[config.mk]
export PLATFORM = sky130hd
export DESIGN_NAME = mem_access_unit_flat
export DESIGN_NICKNAME = d
export VERILOG_FILES = /design/src/rtl/mem_access_unit_if.sv /design/src/rtl/mem_access_unit.sv /design/src/flat_wrapper.sv
export SDC_FILE = /design/constraint.sdc
export NUM_CORES = 1
export LEC_CHECK = 0
export BUFFER_PORTS_ARGS = -buffer_cell sky130_fd_sc_hd__buf_2
export CAP_MARGIN = 10
export CORE_MARGIN = 4
export CORE_UTILIZATION = 50
export CTS_CLUSTER_SIZE = 20
export DETAILED_ROUTE_END_ITERATION = 12
export GPL_TIMING_DRIVEN = 0
export PLACE_DENSITY = 0.8
export SLEW_MARGIN = 20
export SYNTH_ARGS = -nofsm -noshare
export SYNTH_HDL_FRONTEND = slang
export SYNTH_SLANG_ARGS = --single-unit
[constraint.sdc]
create_clock -name clk -period 4.6 [get_ports clk]
set_clock_uncertainty 0.1 [all_clocks]
set_input_delay 0.46 -clock clk [delete_from_list [all_inputs] [get_ports clk]]
set_output_delay 0.46 -clock clk [all_outputs]
set_load 0.05 [all_outputs]
[src/rtl/mem_access_unit_if.sv]
// Bus bundle between the control FSM, the memory port and mem_access_unit.
//   req_*  : request from the control FSM (valid/ready handshake)
//   mem_*  : memory port (held strobes, completion pulse mem_resp)
//   rsp_*  : one-cycle completion report back to the control FSM
// Modports: slave = the access unit itself, master = its environment.
interface mem_access_unit_if #(
    parameter int unsigned XLEN   = 32,
    parameter int unsigned ADDR_W = 32
);
    localparam int unsigned NB = XLEN / 8;

    logic              req_valid;
    logic              req_ready;
    logic              req_write;
    logic [2:0]        req_funct3;
    logic [ADDR_W-1:0] req_addr;
    logic [XLEN-1:0]   req_wdata;

    logic [ADDR_W-1:0] mem_address;
    logic              mem_read;
    logic              mem_write;
    logic [NB-1:0]     mem_byte_enable;
    logic [XLEN-1:0]   mem_wdata;
    logic [XLEN-1:0]   mem_rdata;
    logic              mem_resp;

    logic              rsp_valid;
    logic [XLEN-1:0]   rsp_rdata;
    logic              rsp_err;
    logic              rsp_timeout;
    logic [NB-1:0]     rsp_mask;

    modport slave (
        input  req_valid, req_write, req_funct3, req_addr, req_wdata,
        input  mem_rdata, mem_resp,
        output req_ready,
        output mem_address, mem_read, mem_write, mem_byte_enable, mem_wdata,
        output rsp_valid, rsp_rdata, rsp_err, rsp_timeout, rsp_mask
    );

    modport master (
        output req_valid, req_write, req_funct3, req_addr, req_wdata,
        output mem_rdata, mem_resp,
        input  req_ready,
        input  mem_address, mem_read, mem_write, mem_byte_enable, mem_wdata,
        input  rsp_valid, rsp_rdata, rsp_err, rsp_timeout, rsp_mask
    );
endinterface

[src/rtl/mem_access_unit.sv]
// Multicycle load/store sequencer between the control FSM and the memory port.
// Takes one request at a time, drives an aligned address, lane enables and
// lane-shifted store data, waits for mem_resp (optionally bounded by a
// timeout) and reports extended load data or an error for one cycle.
// Ports:
//   clk  : clock, rising edge
//   rst  : asynchronous active-high reset
//   bus  : mem_access_unit_if.slave (req_*, mem_*, rsp_* groups)
module mem_access_unit #(
    parameter int unsigned XLEN           = 32,
    parameter int unsigned ADDR_W         = 32,
    parameter int unsigned TIMEOUT_CYCLES = 0
) (
    input logic              clk,
    input logic              rst,
    mem_access_unit_if.slave bus
);
    localparam int unsigned NB = XLEN / 8;
    localparam int unsigned OB = $clog2(NB);
    localparam int unsigned CW = (TIMEOUT_CYCLES == 0) ? 1 : $clog2(TIMEOUT_CYCLES + 1);
    // Counter value seen during the last allowed ACCESS cycle.
    localparam logic [CW-1:0] CNT_LAST = (TIMEOUT_CYCLES == 0) ? '0 : CW'(TIMEOUT_CYCLES - 1);

    typedef enum logic [1:0] {StIdle, StAccess, StResp} state_e;

    state_e state_q, state_d;

    logic              write_q;
    logic [2:0]        funct3_q;
    logic [OB-1:0]     off_q;
    logic [ADDR_W-1:0] addr_q;
    logic [NB-1:0]     be_q;
    logic [XLEN-1:0]   wdata_q;
    logic [CW-1:0]     cnt_q, cnt_d;

    logic [XLEN-1:0]   rdata_q, rdata_d;
    logic              err_q, err_d;
    logic              to_q, to_d;
    logic [NB-1:0]     mask_q, mask_d;

    logic              capture;

    // Request decode, evaluated on the live request fields.
    logic [OB-1:0]   req_off;
    logic [2:0]      off3;
    logic            req_illegal;
    logic            req_misaligned;
    logic [NB-1:0]   size_mask;
    logic [NB-1:0]   req_be;
    logic [XLEN-1:0] req_wd;

    assign req_off = bus.req_addr[OB-1:0];
    assign off3    = 3'(req_off);

    always_comb begin
        req_illegal = (bus.req_funct3 == 3'b111) || (bus.req_write && bus.req_funct3[2]);
        if (XLEN == 32 && (bus.req_funct3 == 3'b011 || bus.req_funct3 == 3'b110)) begin
            req_illegal = 1'b1;
        end
        unique case (bus.req_funct3[1:0])
            2'b00: begin req_misaligned = 1'b0;       size_mask = NB'(1);    end
            2'b01: begin req_misaligned = off3[0];    size_mask = NB'(2'b11); end
            2'b10: begin req_misaligned = |off3[1:0]; size_mask = NB'(4'hF);  end
            default: begin req_misaligned = |off3;    size_mask = '1;         end
        endcase
    end

    assign req_be = size_mask << req_off;
    assign req_wd = bus.req_wdata << {req_off, 3'b000};

    // Load data: move the addressed lane down, then extend by access width.
    logic [XLEN-1:0] shifted;
    logic [XLEN-1:0] load_ext;

    assign shifted = bus.mem_rdata >> {off_q, 3'b000};

    always_comb begin
        case (funct3_q)
            3'b000:  load_ext = XLEN'($signed(shifted[7:0]));
            3'b001:  load_ext = XLEN'($signed(shifted[15:0]));
            3'b010:  load_ext = XLEN'($signed(shifted[31:0]));
            3'b100:  load_ext = XLEN'(shifted[7:0]);
            3'b101:  load_ext = XLEN'(shifted[15:0]);
            3'b110:  load_ext = XLEN'(shifted[31:0]);
            default: load_ext = shifted;
        endcase
    end

    always_comb begin
        state_d = state_q;
        cnt_d   = cnt_q;
        rdata_d = rdata_q;
        err_d   = err_q;
        to_d    = to_q;
        mask_d  = mask_q;
        capture = 1'b0;
        unique case (state_q)
            StIdle: begin
                if (bus.req_valid) begin
                    capture = 1'b1;
                    rdata_d = '0;
                    mask_d  = '0;
                    to_d    = 1'b0;
                    if (req_illegal || req_misaligned) begin
                        err_d   = 1'b1;
                        state_d = StResp;
                    end else begin
                        err_d   = 1'b0;
                        cnt_d   = '0;
                        state_d = StAccess;
                    end
                end
            end
            StAccess: begin
                cnt_d = cnt_q + CW'(1);
                // mem_resp takes priority over a coincident timeout.
                if (bus.mem_resp) begin
                    rdata_d = write_q ? '0 : load_ext;
                    mask_d  = be_q;
                    to_d    = 1'b0;
                    state_d = StResp;
                end else if (TIMEOUT_CYCLES != 0 && cnt_q == CNT_LAST) begin
                    to_d    = 1'b1;
                    state_d = StResp;
                end
            end
            StResp:  state_d = StIdle;
            default: state_d = StIdle;
        endcase
    end

    always_ff @(posedge clk or posedge rst) begin
        if (rst) begin
            state_q  <= StIdle;
            write_q  <= 1'b0;
            funct3_q <= '0;
            off_q    <= '0;
            addr_q   <= '0;
            be_q     <= '0;
            wdata_q  <= '0;
            cnt_q    <= '0;
            rdata_q  <= '0;
            err_q    <= 1'b0;
            to_q     <= 1'b0;
            mask_q   <= '0;
        end else begin
            state_q <= state_d;
            cnt_q   <= cnt_d;
            rdata_q <= rdata_d;
            err_q   <= err_d;
            to_q    <= to_d;
            mask_q  <= mask_d;
            if (capture) begin
                write_q  <= bus.req_write;
                funct3_q <= bus.req_funct3;
                off_q    <= req_off;
                addr_q   <= {bus.req_addr[ADDR_W-1:OB], OB'(0)};
                be_q     <= req_be;
                wdata_q  <= req_wd;
            end
        end
    end

    logic in_access;
    assign in_access = (state_q == StAccess);

    // Strobes decode from state so an async reset drops them at once.
    assign bus.req_ready       = (state_q == StIdle);
    assign bus.mem_read        = in_access && !write_q;
    assign bus.mem_write       = in_access && write_q;
    assign bus.mem_address     = in_access ? addr_q  : '0;
    assign bus.mem_byte_enable = in_access ? be_q    : '0;
    assign bus.mem_wdata       = in_access ? wdata_q : '0;

    assign bus.rsp_valid   = (state_q == StResp);
    assign bus.rsp_rdata   = rdata_q;
    assign bus.rsp_err     = err_q;
    assign bus.rsp_timeout = to_q;
    assign bus.rsp_mask    = mask_q;
endmodule

[src/flat_wrapper.sv]
// flat-port wrapper written by rule: the top's interface ports become plain ports
module mem_access_unit_flat 
#(
    parameter int unsigned XLEN           = 32,
    parameter int unsigned ADDR_W         = 32,
    parameter int unsigned TIMEOUT_CYCLES = 0
)
  (clk, rst, bus_req_valid, bus_req_write, bus_req_funct3, bus_req_addr, bus_req_wdata, bus_mem_rdata, bus_mem_resp, bus_req_ready, bus_mem_address, bus_mem_read, bus_mem_write, bus_mem_byte_enable, bus_mem_wdata, bus_rsp_valid, bus_rsp_rdata, bus_rsp_err, bus_rsp_timeout, bus_rsp_mask);
  mem_access_unit_if #(.XLEN(XLEN), .ADDR_W(ADDR_W)) bus_i ();
  input logic clk;
  input logic rst;
  input wire logic [$bits(bus_i.req_valid)-1:0] bus_req_valid;
  input wire logic [$bits(bus_i.req_write)-1:0] bus_req_write;
  input wire logic [$bits(bus_i.req_funct3)-1:0] bus_req_funct3;
  input wire logic [$bits(bus_i.req_addr)-1:0] bus_req_addr;
  input wire logic [$bits(bus_i.req_wdata)-1:0] bus_req_wdata;
  input wire logic [$bits(bus_i.mem_rdata)-1:0] bus_mem_rdata;
  input wire logic [$bits(bus_i.mem_resp)-1:0] bus_mem_resp;
  output wire logic [$bits(bus_i.req_ready)-1:0] bus_req_ready;
  output wire logic [$bits(bus_i.mem_address)-1:0] bus_mem_address;
  output wire logic [$bits(bus_i.mem_read)-1:0] bus_mem_read;
  output wire logic [$bits(bus_i.mem_write)-1:0] bus_mem_write;
  output wire logic [$bits(bus_i.mem_byte_enable)-1:0] bus_mem_byte_enable;
  output wire logic [$bits(bus_i.mem_wdata)-1:0] bus_mem_wdata;
  output wire logic [$bits(bus_i.rsp_valid)-1:0] bus_rsp_valid;
  output wire logic [$bits(bus_i.rsp_rdata)-1:0] bus_rsp_rdata;
  output wire logic [$bits(bus_i.rsp_err)-1:0] bus_rsp_err;
  output wire logic [$bits(bus_i.rsp_timeout)-1:0] bus_rsp_timeout;
  output wire logic [$bits(bus_i.rsp_mask)-1:0] bus_rsp_mask;
  assign bus_i.req_valid = bus_req_valid;
  assign bus_i.req_write = bus_req_write;
  assign bus_i.req_funct3 = bus_req_funct3;
  assign bus_i.req_addr = bus_req_addr;
  assign bus_i.req_wdata = bus_req_wdata;
  assign bus_i.mem_rdata = bus_mem_rdata;
  assign bus_i.mem_resp = bus_mem_resp;
  assign bus_req_ready = bus_i.req_ready;
  assign bus_mem_address = bus_i.mem_address;
  assign bus_mem_read = bus_i.mem_read;
  assign bus_mem_write = bus_i.mem_write;
  assign bus_mem_byte_enable = bus_i.mem_byte_enable;
  assign bus_mem_wdata = bus_i.mem_wdata;
  assign bus_rsp_valid = bus_i.rsp_valid;
  assign bus_rsp_rdata = bus_i.rsp_rdata;
  assign bus_rsp_err = bus_i.rsp_err;
  assign bus_rsp_timeout = bus_i.rsp_timeout;
  assign bus_rsp_mask = bus_i.rsp_mask;
  mem_access_unit #(.XLEN(XLEN), .ADDR_W(ADDR_W), .TIMEOUT_CYCLES(TIMEOUT_CYCLES)) u_core (.clk(clk), .rst(rst), .bus(bus_i));
endmodule
# --- Yosys cells after proc, flatten, opt, wreduce, memory -nomap -nowiden ---
# Cells that the tools add are included.
op_classes:
  n_eq_ne: 11
  shifts: 3
  muxes: 24
  n_reduce_logical: 15
op_table:
  columns: ["op", "count"]
  rows:
  - ["32-bit 2-to-1 mux", 5]
  - ["32-bit case mux with 4 select lines", 1]
  - ["32-bit case mux with 2 select lines", 1]
  - ["32-bit by 5-bit left shift with 32-bit output", 1]
  - ["32-bit by 5-bit right shift with 32-bit output", 1]
  - ["4-bit case mux with 2 select lines", 2]
  - ["3-bit equality test (second input constant)", 4]
  - ["4-bit 2-to-1 mux", 3]
  - ["1-bit 2-to-1 mux", 6]
  - ["2-bit 2-to-1 mux", 3]
  - ["2-bit by 1-bit equality test with 1-bit output (second input constant)", 2]
  - ["2-bit logical NOT", 2]
  - ["2-bit inequality test (second input constant)", 2]
  - ["1-bit case mux with 2 select lines", 2]
  - ["2-bit case mux with 2 select lines", 1]
  - ["2-bit AND reduction", 2]
  - ["4-bit by 2-bit left shift with 4-bit output", 1]
  - ["3-bit by 1-bit equality test with 1-bit output (second input constant)", 1]
  - ["3-bit by 2-bit equality test with 1-bit output (second input constant)", 1]
  - ["1-bit logical AND", 3]
  - ["3-bit logical NOT", 1]
  - ["1-bit logical OR", 3]
  - ["3-bit AND reduction", 1]
  - ["2-bit equality test (second input constant)", 1]
  - ["3 further kinds", 3]
word_totals:
  reg_bits: 112
  input_bits: 104
  output_inout_bits: 110
  word_cells: 64

# --- Logic depth before layout (Yosys ltp) ---
logic_depth:
  depth_word: 7
  depth_mapped: 6
  ltp_nobuf: 4

# --- Least setup slack after synthesis ---
# OpenSTA, ideal clock, no wires.
synth_path:
  kind: "register to output"
  from: "register u_core.state_q[0]"
  to: "output port bus_mem_address[10]"
  arrival_time_ps: 1542
  required_ps: 4040
  path_slack_ps: 2498
  path_stages_with_launch: 5
  path_buffers: 2
  path_cell_list: "dfrtp_1 > nor2b_1 > clkbuf_1 > clkbuf_1 > and2_1"
synth_via:
  elab_chain_cells: 2
synth_lines:
  columns: ["item", "line", "source"]
  rows:
  - ["start: declaration", "mem_access_unit.sv:26", "state_e state_q, state_d;"]
  - ["start signal: assignment", "mem_access_unit.sv:134", "state_q <= StIdle;"]
  - ["start signal: assignment", "mem_access_unit.sv:147", "state_q <= state_d;"]
  - ["2-bit by 1-bit equality test with 1-bit output", "mem_access_unit.sv:165", "assign in_access = (state_q == StAccess);"]
  - ["32-bit 2-to-1 mux", "mem_access_unit.sv:171", "assign bus.mem_address = in_access ? addr_q : '0;"]
  - ["end: declaration", "flat_wrapper.sv:20", "output wire logic [$bits(bus_i.mem_address)-1:0] bus_mem_address;"]
# No other way between the ends.

# --- Worst setup path after layout ---
layout_path:
  from: "register u_core.state_q[0]"
  to: "output port bus_mem_wdata[19]"
layout_via:
  elab_chain_cells: 2
layout_lines:
  columns: ["item", "line", "source"]
  rows:
  - ["2-bit by 1-bit equality test with 1-bit output", "mem_access_unit.sv:165", null]
  - ["32-bit 2-to-1 mux", "mem_access_unit.sv:173", "assign bus.mem_wdata = in_access ? wdata_q : '0;"]
  - ["end: declaration", "flat_wrapper.sv:24", "output wire logic [$bits(bus_i.mem_wdata)-1:0] bus_mem_wdata;"]
# No other way between the ends.

==> reports/summary.json <==
{
  "status": "complete, no violations",
  "chipHeight_microns": 114,
  "grt_overflow_total": 0,
  "critPathLaunch": "u_core.state_q[0]$_DFFE_PP0P_",
  "crit-reg2reg-launch": "u_core.state_q[0]$_DFFE_PP0P_",
  "area_delta_synth_final_pct": 28.4,
  "max_slew.worst_pin.slew_ps": 721,
  "boundaryPins": 214,
  "summed_area_of_non_filler_cells_in_the_final_layout_sq_mm": 0.00721,
  "synth-warning-count": 0,
  "total_leakage_power_nw": 3.69,
  "drt_iter0_markers": 309,
  "start_kind": "flip-flop",
  "cp-endpoint": "bus_mem_wdata[19]",
  "synth_area_in_compound_gates_pct": 12.5,
  "critical_path_arrival_ps": 2510,
  "effective_utilization_at_floorplan_pct": 51.4,
  "grt_max_degree": 84,
  "syn_inst": 535,
  "core_ar_sq_mm": 0.0109,
  "wire_per_inst_microns": 18.4,
  "post_dp_cell_area_sq_mm": 0.00688,
  "worst_setup_hold_path_clk_slew_ps": 70,
  "worstPathMaxFanout": 10,
  "synth_cell_type_count": 34,
  "die_area_sq_mm": 0.0130,
  "yosysTopAreaCell": "dfrtp_1",
  "report.final.slew_viol_count": 0,
  "holdCritStartpoint": "bus_req_addr[4]",
  "avgSynthCellArea_sq_um": 10.5,
  "rsz_0062_raised_after_global_routing": "false",
  "cts_tree": "built",
  "clock_latency_ps": 350,
  "synth-xor-area-share_pct": 0,
  "vias": 4953,
  "setup-violations-final": 0,
  "maxCapViolations": 0,
  "critical_path.reg2reg.endpoint": "u_core.off_q[0]$_DFFE_PP0P_",
  "reg2reg_setup_slack_ps": 2500,
  "fin_crit_ps": 3070,
  "layout.nets": 864,
  "finalHoldWorstSlack_ps": 238,
  "synth-main-ff-cell": "dfrtp_1",
  "port_bufs": 210,
  "synth_top_family_by_area": "multiplexers",
  "cts.root.buffer_cell": "clkbuf_16",
  "routabilityCongestion": 0.935,
  "synth.ff_latch_count": 111,
  "worstSetupPathType": "reg2out",
  "post_synth_and_or_nand_nor_area_fraction_pct": 16.4,
  "ctsHtreeMaxLevel": 3,
  "ratio_of_cells_with_drive_above_1_in_the_final_layout_pct": 40.3,
  "drt_pass1_iterations": 5,
  "synth-edff-count": 0,
  "grt_usage_pct": 26.4,
  "placed_cells_incl_taps": 888,
  "syn-cell-area_sq_mm": 0.00562,
  "cts_inserted_buffers": 9,
  "fmax_mhz": 326,
  "placement_rows": 38,
  "vias_per_cell": 5.47,
  "reg2reg_depth": 4,
  "max-clock-path-buffers": 2,
  "yosys-mux-area-fraction_pct": 17.6,
  "slew_headroom_pct": 51.9,
  "critical_path_required_ps": 4040,
  "commonest_cells_after_routing_fill_and_taps_aside": "buf_2 (222), dfrtp_1 (111), and2_1 (67), mux2_2 (58), nand2_1 (53)",
  "routed_wl_mm": 16.7,
  "final_common_cell": "buf_2",
  "cts_setup_buffers": 0,
  "post-dp-hpwl_mm": 12.8,
  "remaining_drc_errors": 0,
  "global_route_wire_length_before_repair_mm": 26.8,
  "gates_resized_cts_repair": 0,
  "clock_sinks": 111,
  "first_global_vias": 5182,
  "hold_path.class": "in2reg",
  "post_layout_nonfiller_instances": 906,
  "finalWorstSetupSlack_ps": 1530,
  "ir_drop_mv": 0.321,
  "post_synth_fa_ha_maj_area_fraction_pct": 0,
  "chipWidth_microns": 114,
  "synth_area_leaders": "dfrtp_1 (49%), mux2_2 (12%), and2_1 (7.5%)",
  "placement_stage_worst_setup_slack_ps": 1900,
  "netlist.area_leader.share_pct": 49.4,
  "worst_setup_path_end_kind": "output pin",
  "power_dens_cells_mw_per_mm2": 449,
  "async_flop_share_pct": 100,
  "postCtsHoldBufs": 1,
  "endpoints_failing_hold": 0,
  "postRouteAntennaNets": 0,
  "synth.yosys.seq_area_share_pct": 49.4,
  "period_share_pct": 66.8,
  "antenna_found_initial": 2
}
-- cell families after synthesis --
family,after synthesis
muxes,90
AOI/OAI and AO/OA,112
buffers and inverters,48
DFF,111
other,1
and+or+nand+nor,173
-- sequential cells by signal, indices dropped and copies added (netlist names) --
| signal | cells |
|---|---|
| u_core.off_q | 2 |
| u_core.state_q | 2 |
| u_core.bus.rsp_err | 1 |
| u_core.bus.rsp_rdata | 32 |
| u_core.addr_q | 30 |
| u_core.bus.rsp_mask | 4 |
| u_core.write_q | 1 |
| u_core.funct3_q | 3 |
| u_core.wdata_q | 32 |
| u_core.be_q | 4 |
-- worst max-delay path, cell delays in order, from the launching register on --
cell and delay (ps):
dfrtp_1 450, nor2b_1 310, clkbuf_1 490, clkbuf_1 420, and2_1 220, buf_2 270
-- worst min-delay path by stage --
stage	endpoint	slack [ps]	cells past startpoint
after floorplan	u_core.be_q[1]$_DFFE_PP0P_	340	2
after global placement	u_core.wdata_q[8]$_DFFE_PP0P_	360	2
after detailed placement	u_core.addr_q[15]$_DFFE_PP0P_	350	2
after CTS	u_core.addr_q[4]$_DFFE_PP0P_	230	2
after global routing	u_core.addr_q[12]$_DFFE_PP0P_	230	2
final	u_core.addr_q[4]$_DFFE_PP0P_	240	2
-- per-layer routing --
layer | wire (microns) | GRT usage (%) | vias up
met5 | 13 | 0 | -
met4 | 314 | 7.76 | 2
met3 | 1430 | 8.22 | 25
met2 | 8200 | 44.0 | 218
met1 | 6700 | 33.3 | 2407
li1 | - | - | 2301
-- per-stage QoR --
step	total power, W	TNS, ps	utilization, %
after CTS	0.00325	0	65.9
after global placement	0.00238	-73.2	62.7
after global routing	0.00340	0	65.9
after floorplan	0.00211	0	-
after detailed placement	0.00242	0	63.0
final	0.00323	0	65.9
-- final cells by class --
| class | count | area [sq um] |
|---|---|---|
| Antenna cell | 1 | 2.50 |
| Sequential cell | 111 | 2780 |
| Clock buffer | 10 | 229 |
| Inverter | 1 | 8.76 |
| Tap cell | 140 | 175 |
| Buffer | 47 | 221 |
| Clock inverter | 6 | 85.1 |
| Multi-Input combinational cell | 378 | 2620 |
| Fill cell | 942 | 3720 |
| Timing Repair Buffer | 212 | 1090 |
-- Yosys cell counts, drive strengths merged, types with 2 or more instances --
cell type  instances
buf               21
clkbuf            26
a221o             16
nor2b             12
a211oi             8
nor3               2
nand2             53
nor2              23
and2              67
o31ai              9
nor3b              2
a21oi             33
mux2              58
nand3b             8
mux2i             31
o21ai             41
dfrtp            111
-- where the power goes --
part,total (W),internal [W],switching [W]
Clock,0.000824,0.000476,0.000348
Combinational,0.00113,0.000399,0.000727
Sequential,0.00128,0.00118,0.000107
No activity file was read; power rests on OpenSTA's default activity.
